===== config.mk =====
export PLATFORM = sky130hd
export DESIGN_NAME = num_seg_scanner
export DESIGN_NICKNAME = d
export VERILOG_FILES = /design/src/rtl/num_seg_scanner.sv
export SDC_FILE = /design/constraint.sdc
export NUM_CORES = 1
export LEC_CHECK = 0
export BUFFER_PORTS_ARGS = -buffer_cell sky130_fd_sc_hd__buf_4
export CORE_UTILIZATION = 60
export DETAILED_ROUTE_END_ITERATION = 7
export GPL_TIMING_DRIVEN = 0
export PLACE_DENSITY = 0.75
export SYNTH_ARGS = -nofsm -noshare
export SYNTH_HDL_FRONTEND = slang
export SYNTH_SLANG_ARGS = --single-unit

===== constraint.sdc =====
create_clock -name clk -period 6.1 [get_ports clk]
set_input_delay 0.915 -clock clk [delete_from_list [all_inputs] [get_ports clk]]
set_output_delay 0.915 -clock clk [all_outputs]
set_load 0.02 [all_outputs]

===== src/rtl/num_seg_scanner.sv =====
// Eight-digit seven-segment driver: captures a 24-bit value, converts it to BCD (or passes it
// through as hex) and scans two four-digit banks in parallel, one digit pair per SCAN_DIV cycles.
module num_seg_scanner #(
    parameter int SCAN_DIV = 100000,
    parameter bit BLANK_LZ = 1'b1
) (
    input  logic        clk,
    input  logic        rst,
    input  logic        enable,
    input  logic [23:0] num,
    input  logic        hex_mode,
    output logic [7:0]  seg,
    output logic [7:0]  seg1,
    output logic [7:0]  an,
    output logic        busy
);
    localparam int CW = $clog2(SCAN_DIV);
    localparam logic [CW-1:0] SCAN_LAST = CW'(SCAN_DIV - 1);

    typedef enum logic [1:0] {IDLE, CONV, LOAD} state_t;

    state_t        state, next_state;
    logic [23:0]   last_num;
    logic          last_hex;
    logic [23:0]   bin_sh;
    logic [31:0]   bcd;
    logic [4:0]    bit_cnt;
    logic          cap_hex;
    logic [31:0]   disp;
    logic          disp_hex;
    logic          changed, do_capture, do_shift, do_load;
    logic [55:0]   shifted;

    logic [CW-1:0] scan_cnt;
    logic [1:0]    idx;
    logic [7:0]    seg_r, seg1_r, an_r;
    logic [3:0]    nib_lo, nib_hi;
    logic [2:0]    msd;
    logic          blank_lo, blank_hi;

    function automatic logic [31:0] dabble(input logic [31:0] b);
        logic [31:0] r;
        r = b;
        for (int i = 0; i < 8; i++)
            if (r[4*i +: 4] >= 4'd5) r[4*i +: 4] = r[4*i +: 4] + 4'd3;
        return r;
    endfunction

    function automatic logic [7:0] glyph(input logic [3:0] n);
        case (n)
            4'h0: glyph = 8'b11111100;
            4'h1: glyph = 8'b01100000;
            4'h2: glyph = 8'b11011010;
            4'h3: glyph = 8'b11110010;
            4'h4: glyph = 8'b01100110;
            4'h5: glyph = 8'b10110110;
            4'h6: glyph = 8'b10111110;
            4'h7: glyph = 8'b11100000;
            4'h8: glyph = 8'b11111110;
            4'h9: glyph = 8'b11110110;
            4'hA: glyph = 8'b11101110;
            4'hB: glyph = 8'b00111110;
            4'hC: glyph = 8'b10011100;
            4'hD: glyph = 8'b01111010;
            4'hE: glyph = 8'b10011110;
            4'hF: glyph = 8'b10001110;
            default: glyph = 8'b00000000;
        endcase
    endfunction

    assign changed = (num != last_num) || (hex_mode != last_hex);
    assign shifted = {dabble(bcd), bin_sh} << 1;

    always_ff @(posedge clk or posedge rst) begin
        if (rst) state <= IDLE;
        else     state <= next_state;
    end

    always_comb begin
        next_state = state;
        case (state)
            IDLE:    if (changed) next_state = hex_mode ? LOAD : CONV;
            CONV:    if (bit_cnt == 5'd23) next_state = LOAD;
            LOAD:    next_state = IDLE;
            default: next_state = IDLE;
        endcase
    end

    always_comb begin
        do_capture = 1'b0;
        do_shift   = 1'b0;
        do_load    = 1'b0;
        case (state)
            IDLE:    do_capture = changed;
            CONV:    do_shift   = 1'b1;
            LOAD:    do_load    = 1'b1;
            default: ;
        endcase
    end

    always_ff @(posedge clk or posedge rst) begin
        if (rst) begin
            last_num <= '0;
            last_hex <= 1'b0;
            bin_sh   <= '0;
            bcd      <= '0;
            bit_cnt  <= '0;
            cap_hex  <= 1'b0;
            disp     <= '0;
            disp_hex <= 1'b0;
            busy     <= 1'b0;
        end else begin
            busy <= (next_state != IDLE);
            if (do_capture) begin
                last_num <= num;
                last_hex <= hex_mode;
                bin_sh   <= num;
                bcd      <= '0;
                bit_cnt  <= '0;
                cap_hex  <= hex_mode;
            end else if (do_shift) begin
                bcd     <= shifted[55:24];
                bin_sh  <= shifted[23:0];
                bit_cnt <= bit_cnt + 5'd1;
            end
            // Hex captures go straight to LOAD, so bin_sh still holds the unshifted value.
            if (do_load) begin
                disp     <= cap_hex ? {8'h00, bin_sh} : bcd;
                disp_hex <= cap_hex;
            end
        end
    end

    always_comb begin
        msd = 3'd0;
        for (int i = 1; i < 8; i++)
            if (disp[4*i +: 4] != 4'd0) msd = 3'(i);
    end

    assign nib_lo   = disp[{idx, 2'b00} +: 4];
    assign nib_hi   = disp[{1'b1, idx, 2'b00} +: 4];
    assign blank_lo = (BLANK_LZ && ({1'b0, idx} > msd)) || (!disp_hex && nib_lo > 4'd9);
    assign blank_hi = (BLANK_LZ && ({1'b1, idx} > msd)) || (!disp_hex && nib_hi > 4'd9);

    always_ff @(posedge clk or posedge rst) begin
        if (rst) begin
            scan_cnt <= '0;
            idx      <= 2'd0;
            seg_r    <= 8'h00;
            seg1_r   <= 8'h00;
            an_r     <= 8'h00;
        end else begin
            if (scan_cnt == SCAN_LAST) begin
                scan_cnt <= '0;
                idx      <= idx + 2'd1;
            end else begin
                scan_cnt <= scan_cnt + CW'(1);
            end
            seg_r  <= blank_lo ? 8'h00 : glyph(nib_lo);
            seg1_r <= blank_hi ? 8'h00 : glyph(nib_hi);
            an_r   <= 8'h11 << idx;
        end
    end

    // Enable gates the registered outputs directly so blanking takes effect without delay.
    assign seg  = enable ? seg_r  : 8'h00;
    assign seg1 = enable ? seg1_r : 8'h00;
    assign an   = enable ? an_r   : 8'h00;
endmodule


# Word level (Yosys, flattened, before mapping)
# Memories as Yosys holds them, arrays and structs flattened.
# Index checks and enable logic that the tools add are counted.
dict set report totals {
  romBits 224
  mem_count 2
  output_inout_bits 25
  input_bits 28
  elab_cells 99
  regBits 165
}
# name depth width read_ports rd_ports_with_merged_regs write_ports line
set memory_table {}
lappend memory_table {{(no name shown)} 16 7 1 0 0 50} ;# case (n)
lappend memory_table {{(no name shown)} 16 7 1 0 0 50}
dict set report op_classes {
  n_addsub 11
  eq_ne 6
  n_shift 3
  reduce_logical 16
  muxes 35
  n_lt_le_gt_ge 12
}
# cell n
set op_table {}
lappend op_table {{32-bit 2-to-1 mux} 3}
lappend op_table {{24-bit 2-to-1 mux} 2}
lappend op_table {{8-bit 2-to-1 mux} 5}
lappend op_table {{4-bit by 3-bit >= comparator with 1-bit output (second input constant)} 8}
lappend op_table {{32-bit by 5-bit variable part select with 4-bit output} 1}
lappend op_table {{32-bit by 6-bit variable part select with 4-bit output} 1}
lappend op_table {{4-bit by 2-bit adder with 4-bit output (second input constant)} 7}
lappend op_table {{4-bit 2-to-1 mux} 7}
lappend op_table {{4-bit nonzero test} 7}
lappend op_table {{24-bit inequality test} 1}
lappend op_table {{3-bit 2-to-1 mux} 7}
lappend op_table {{17-bit by 1-bit adder with 17-bit output (second input constant)} 1}
lappend op_table {{17-bit equality test (second input constant)} 1}
lappend op_table {{17-bit 2-to-1 mux} 1}
lappend op_table {{5-bit 2-to-1 mux} 2}
lappend op_table {{4-bit greater-than comparator (second input constant)} 2}
lappend op_table {{5-bit by 2-bit << shifter with 8-bit output (first input constant)} 1}
lappend op_table {{2-bit 2-to-1 mux} 3}
lappend op_table {{5-bit by 1-bit adder with 5-bit output (second input constant)} 1}
lappend op_table {{5-bit equality test (second input constant)} 1}
lappend op_table {{1-bit 2-to-1 mux} 4}
lappend op_table {{2-bit case mux with 2 select lines} 1}
lappend op_table {{2-bit nonzero test} 2}
lappend op_table {{3-bit by 2-bit adder with 3-bit output (second input constant)} 1}
lappend op_table {{10 further kinds} 13}

# Depth between registers and ports, before layout
dict set report depth {
  word_depth 11
  ltp_mapped 10
  depth_no_buf 10
}

# Least setup slack after synthesis
# No wires, ideal clock.
dict set report synth_timing {
  path_type {register to register}
  from {register idx[0]}
  to {register seg1_r[3]}
  path_buffers 1
  setup_time_ns 0.154
  path_stages_with_launch 8
  arrival_time_ns 2.321
  period_less_slack_ns 2.475
  setup_slack_ns 3.625
  t_required_ns 5.946
  path_cell_list {dfrtp_1 -> buf_4 -> mux4_2 -> ha_1 -> nor2_1 -> nor2_1 -> o311ai_1 -> nor3_1}
}
dict set report synth_via {
  elab_chain_len 5
  elab_cells_between_ends 7
  cone_classes {2 x order compare; 1 x shift; 1 x mux; 2 x reduce/logical; 1 x memory}
}
# item line
set synth_rtl {}
lappend synth_rtl {{start: declaration} 35} ;# logic [1:0] idx;
lappend synth_rtl {{start signal: assignment} 155} ;# idx <= idx + 2'd1;
lappend synth_rtl {{32-bit by 6-bit variable part select with 4-bit output} 141} ;# assign nib_hi = disp[{1'b1, idx, 2'b00} +: 4];
lappend synth_rtl {{4-bit greater-than comparator} 143} ;# assign blank_hi = (BLANK_LZ && ({1'b1, idx} > msd)) || (!disp_hex && nib_hi > 4'd9);
lappend synth_rtl {{1-bit logical AND} 143}
lappend synth_rtl {{1-bit logical OR} 143}
lappend synth_rtl {{8-bit 2-to-1 mux (*)} 160} ;# seg1_r <= blank_hi ? 8'h00 : glyph(nib_hi);
lappend synth_rtl {{end signal: assignment} 160}
lappend synth_rtl {{end: declaration} 36} ;# logic [7:0] seg_r, seg1_r, an_r;
# Every way passes the cells marked *; elsewhere a longest branch is shown, timed or not.
# A chain may end at the register's enable or synchronous reset.

# Worst setup path in the final report
# Same ends and word-level chain as after synthesis.

==> run summary <==
Post-synth ARST share - 1.00
post-synthesis sequential area ratio - 0.481
peak supply drop - 0.325 mV
row count - 42
vias - 6329
Mapped Cells - 777
fin nets - 910
layout cells sized above 1 - 0.166
area of the mapped netlist - 8260 µm²
YS warnings - 0
HP Class - reg -> reg
via/cell ratio - 6.10
CTS Buf Count - 17
RSZ-0062 raised after global routing - no
fmax - 340 MHz
Synth area leaders - dfrtp_1, ha_1, mux2_2
Hold Worst Slack - 0.460 ns
design area - 9500 µm²
clock transition at the registers of the reported paths - 0.06 ns
CTS tree - yes
min cycle time layout - 2.94 ns
Synth top area share - 0.481
most common flop cell mapped by yosys - dfrtp_1
largest net degree at the start of global routing - 90
htree depth - 4
overall routing resource usage - 0.281
max-cap violation count - 0
grt ovf - 0
startpoint types - register
Clock Latency Late Sink - 0.42 ns
final hold viol count - 0
Final Setup Violations - 0
Iter 0 DRT Violations - 630
Synth cell types - 52
dpl hpwl - 13.5 mm
I/O Pins - 53
crit path DAT - 3.20 ns
Pwr per Cell Area - 452 nW/µm²
routed len/inst - 18.1 µm
Syn Area/Cell - 10.6 µm²
initial antenna violation count - 0
TNS Setup - 0 ns
R2R Path Start - idx[0]
crit-path cells - buf_4, mux4_2, ha_1, nor2_1, nor2_1, o311ai_1, nor3_1
drt first pass iters - 6
Final Cycle Share - 0.483
DRC viols - 0
IO Port Bufs - 50
kind of critical path - reg -> reg
cell family with the largest share of critical-path delay - compound AO/OA/AOI/OAI gates
clock sinks - 159
Die ar. - 14200 µm²
height of the die - 119 µm
P&R area growth vs syn - 14.9%
CP max stage delay - 0.75 ns
worst-margin pin slew - 0.868 ns
WP data required - 6.36 ns
status - finished, final reports clean
antenna-violating nets left - 0
Most common cell on crit path - nor2_1
Post-synth EDFFs - 0
area of placed instances - 8900 µm²
Worst Hold Launch - scan_cnt[0]
Stages on worst setup path - 7
diode count - 0
setup bufs post-CTS - 0
crit path max fanout - 10
Core Area - 13300 µm²
Slew HR - 0.412
Initial Util - 0.619
CP max-delay cell - o311ai_1
crit path capture type - register
CTS root buf - clkbuf_16
post-cts resize count - 0
global-route wire length before repair - 31.1 mm
Buffers & Inverters on Critical Path - 1
Max clock buf depth - 2
DRT Wirelength - 18.8 mm
LEAKAGE - 4.22 nW
skew final - 0.00923 ns
vias in the first global route - 6436
GPL Wtd Cong - 0.879
Hold Path Cell Cnt - 1
Yosys reg bits - 159
cell taking the most area after synthesis - dfrtp_1
Reg2Reg Depth - 7
hold buffer count at cts - 0
die width - 119 µm
Slew Viols, Final - 0
Critical Path Source - idx[0]
state kept, by name, indices dropped and copies added (netlist names), 2 cells and up:
name / cells
bcd: 32
disp: 32
bin_sh: 24
last_num: 24
scan_cnt: 17
seg1_r: 7
seg_r: 7
bit_cnt: 5
an_r: 4
idx: 2
state: 2
worst paths after layout:
| kind | to | slack (ns) |
|---|---|---|
| min in group asynchronous | disp[29] | 0.66 |
| max in group asynchronous | last_num[9] | 4.63 |
| hold / removal | scan_cnt[0] | 0.46 |
| hold reg to reg | scan_cnt[0] | 0.46 |
| setup / recovery | seg1_r[3] | 3.16 |
| setup reg to reg | seg1_r[3] | 3.16 |
layout make-up:
class / count / area (µm²)
Clock buffer: 22 / 464
Inverter: 36 / 140
Sequential cell: 159 / 3980
Fill cell: 949 / 3850
Buffer: 42 / 208
Timing Repair Buffer: 51 / 403
Tap cell: 176 / 220
Clock inverter: 10 / 136
Multi-Input combinational cell: 541 / 3950
power breakdown:
group	internal, mW	switching [mW]
clock network	0.665	0.419
logic	0.698	0.899
registers	1.37	0.240
worst register-to-register path, delay by kind of cell, from the launching register on:
family	cells	cell delay (ns)
AOI/OAI and AO/OA	1	0.75
adders and majority gates	1	0.31
buffers and inverters	1	0.28
DFF	1	0.50
muxes	1	0.60
and+or+nand+nor	3	0.34
per-layer routing:
| layer | wire length [µm] | vias to the layer above | track usage |
|---|---|---|---|
| met2 | 9560 | 238 | 0.490 |
| met1 | 7630 | 3096 | 0.334 |
| met3 | 962 | 63 | 0.0546 |
| met4 | 638 | 0 | 0.134 |
| met5 | 0 | - | 0 |
| li1 | - | 2932 | - |
logic make-up (layout without fill, tap and decap cells):
group | Yosys count | after routing | share of synthesized area
other | 1 | 2 | 0.000454
buffers and inverters | 78 | 161 | 0.0415
flip-flops | 159 | 159 | 0.481
XOR/XNOR | 48 | 48 | 0.0509
adder cells (fa/ha/maj) | 34 | 34 | 0.0515
AO/OA/AOI/OAI | 163 | 163 | 0.133
AND/OR/NAND/NOR | 220 | 220 | 0.134
multiplexers | 74 | 74 | 0.107
cell usage in the layout, fill, tap and decap left out, drive strengths merged, types with 17 or more instances in the layout:
master    n
mux2     35
and3     24
nand2    72
inv      35
nand2b   17
buf      70
xnor2    30
a221o    23
o22ai    17
clkbuf   45
and2     20
mux2i    31
ha       34
xor2     18
dfrtp   159
nor2     32
o21ai    64
metrics by stage:
stage / power, mW / worst slack, ns / util / std cells
final: 4.29 / 3.16 / 0.711 / 1037
after global routing: 4.53 / 2.95 / 0.711 / 1037
after CTS: 4.29 / 3.15 / 0.711 / 1037
after detailed placement: 3.19 / 3.03 / 0.666 / 1005
after global placement: 3.12 / -0.699 / 0.664 / 1004
after floorplan: 2.73 / 0.893 / - / 778
cells in the mapped netlist (3+ instances only):
library cell	count
nand3_1	15
xnor2_1	30
a221oi_1	6
o31ai_1	5
buf_2	7
inv_1	34
mux4_2	8
nor4_1	14
mux2i_1	31
buf_1	3
ha_1	34
nand2_1	72
xor2_1	18
dfrtp_1	159
a221o_1	23
mux2_2	35
nand4_1	5
nor2_1	32
clkbuf_1	23
and2_1	20
o21ai_1	3
o21ai_0	61
nor2b_1	3
nand2b_1	17
a21oi_1	16
and3_1	24
buf_4	7
a22o_1	11
nor3_1	7
o22ai_1	17
a31oi_1	9
Note: power is estimated with default switching activity, not from simulation.
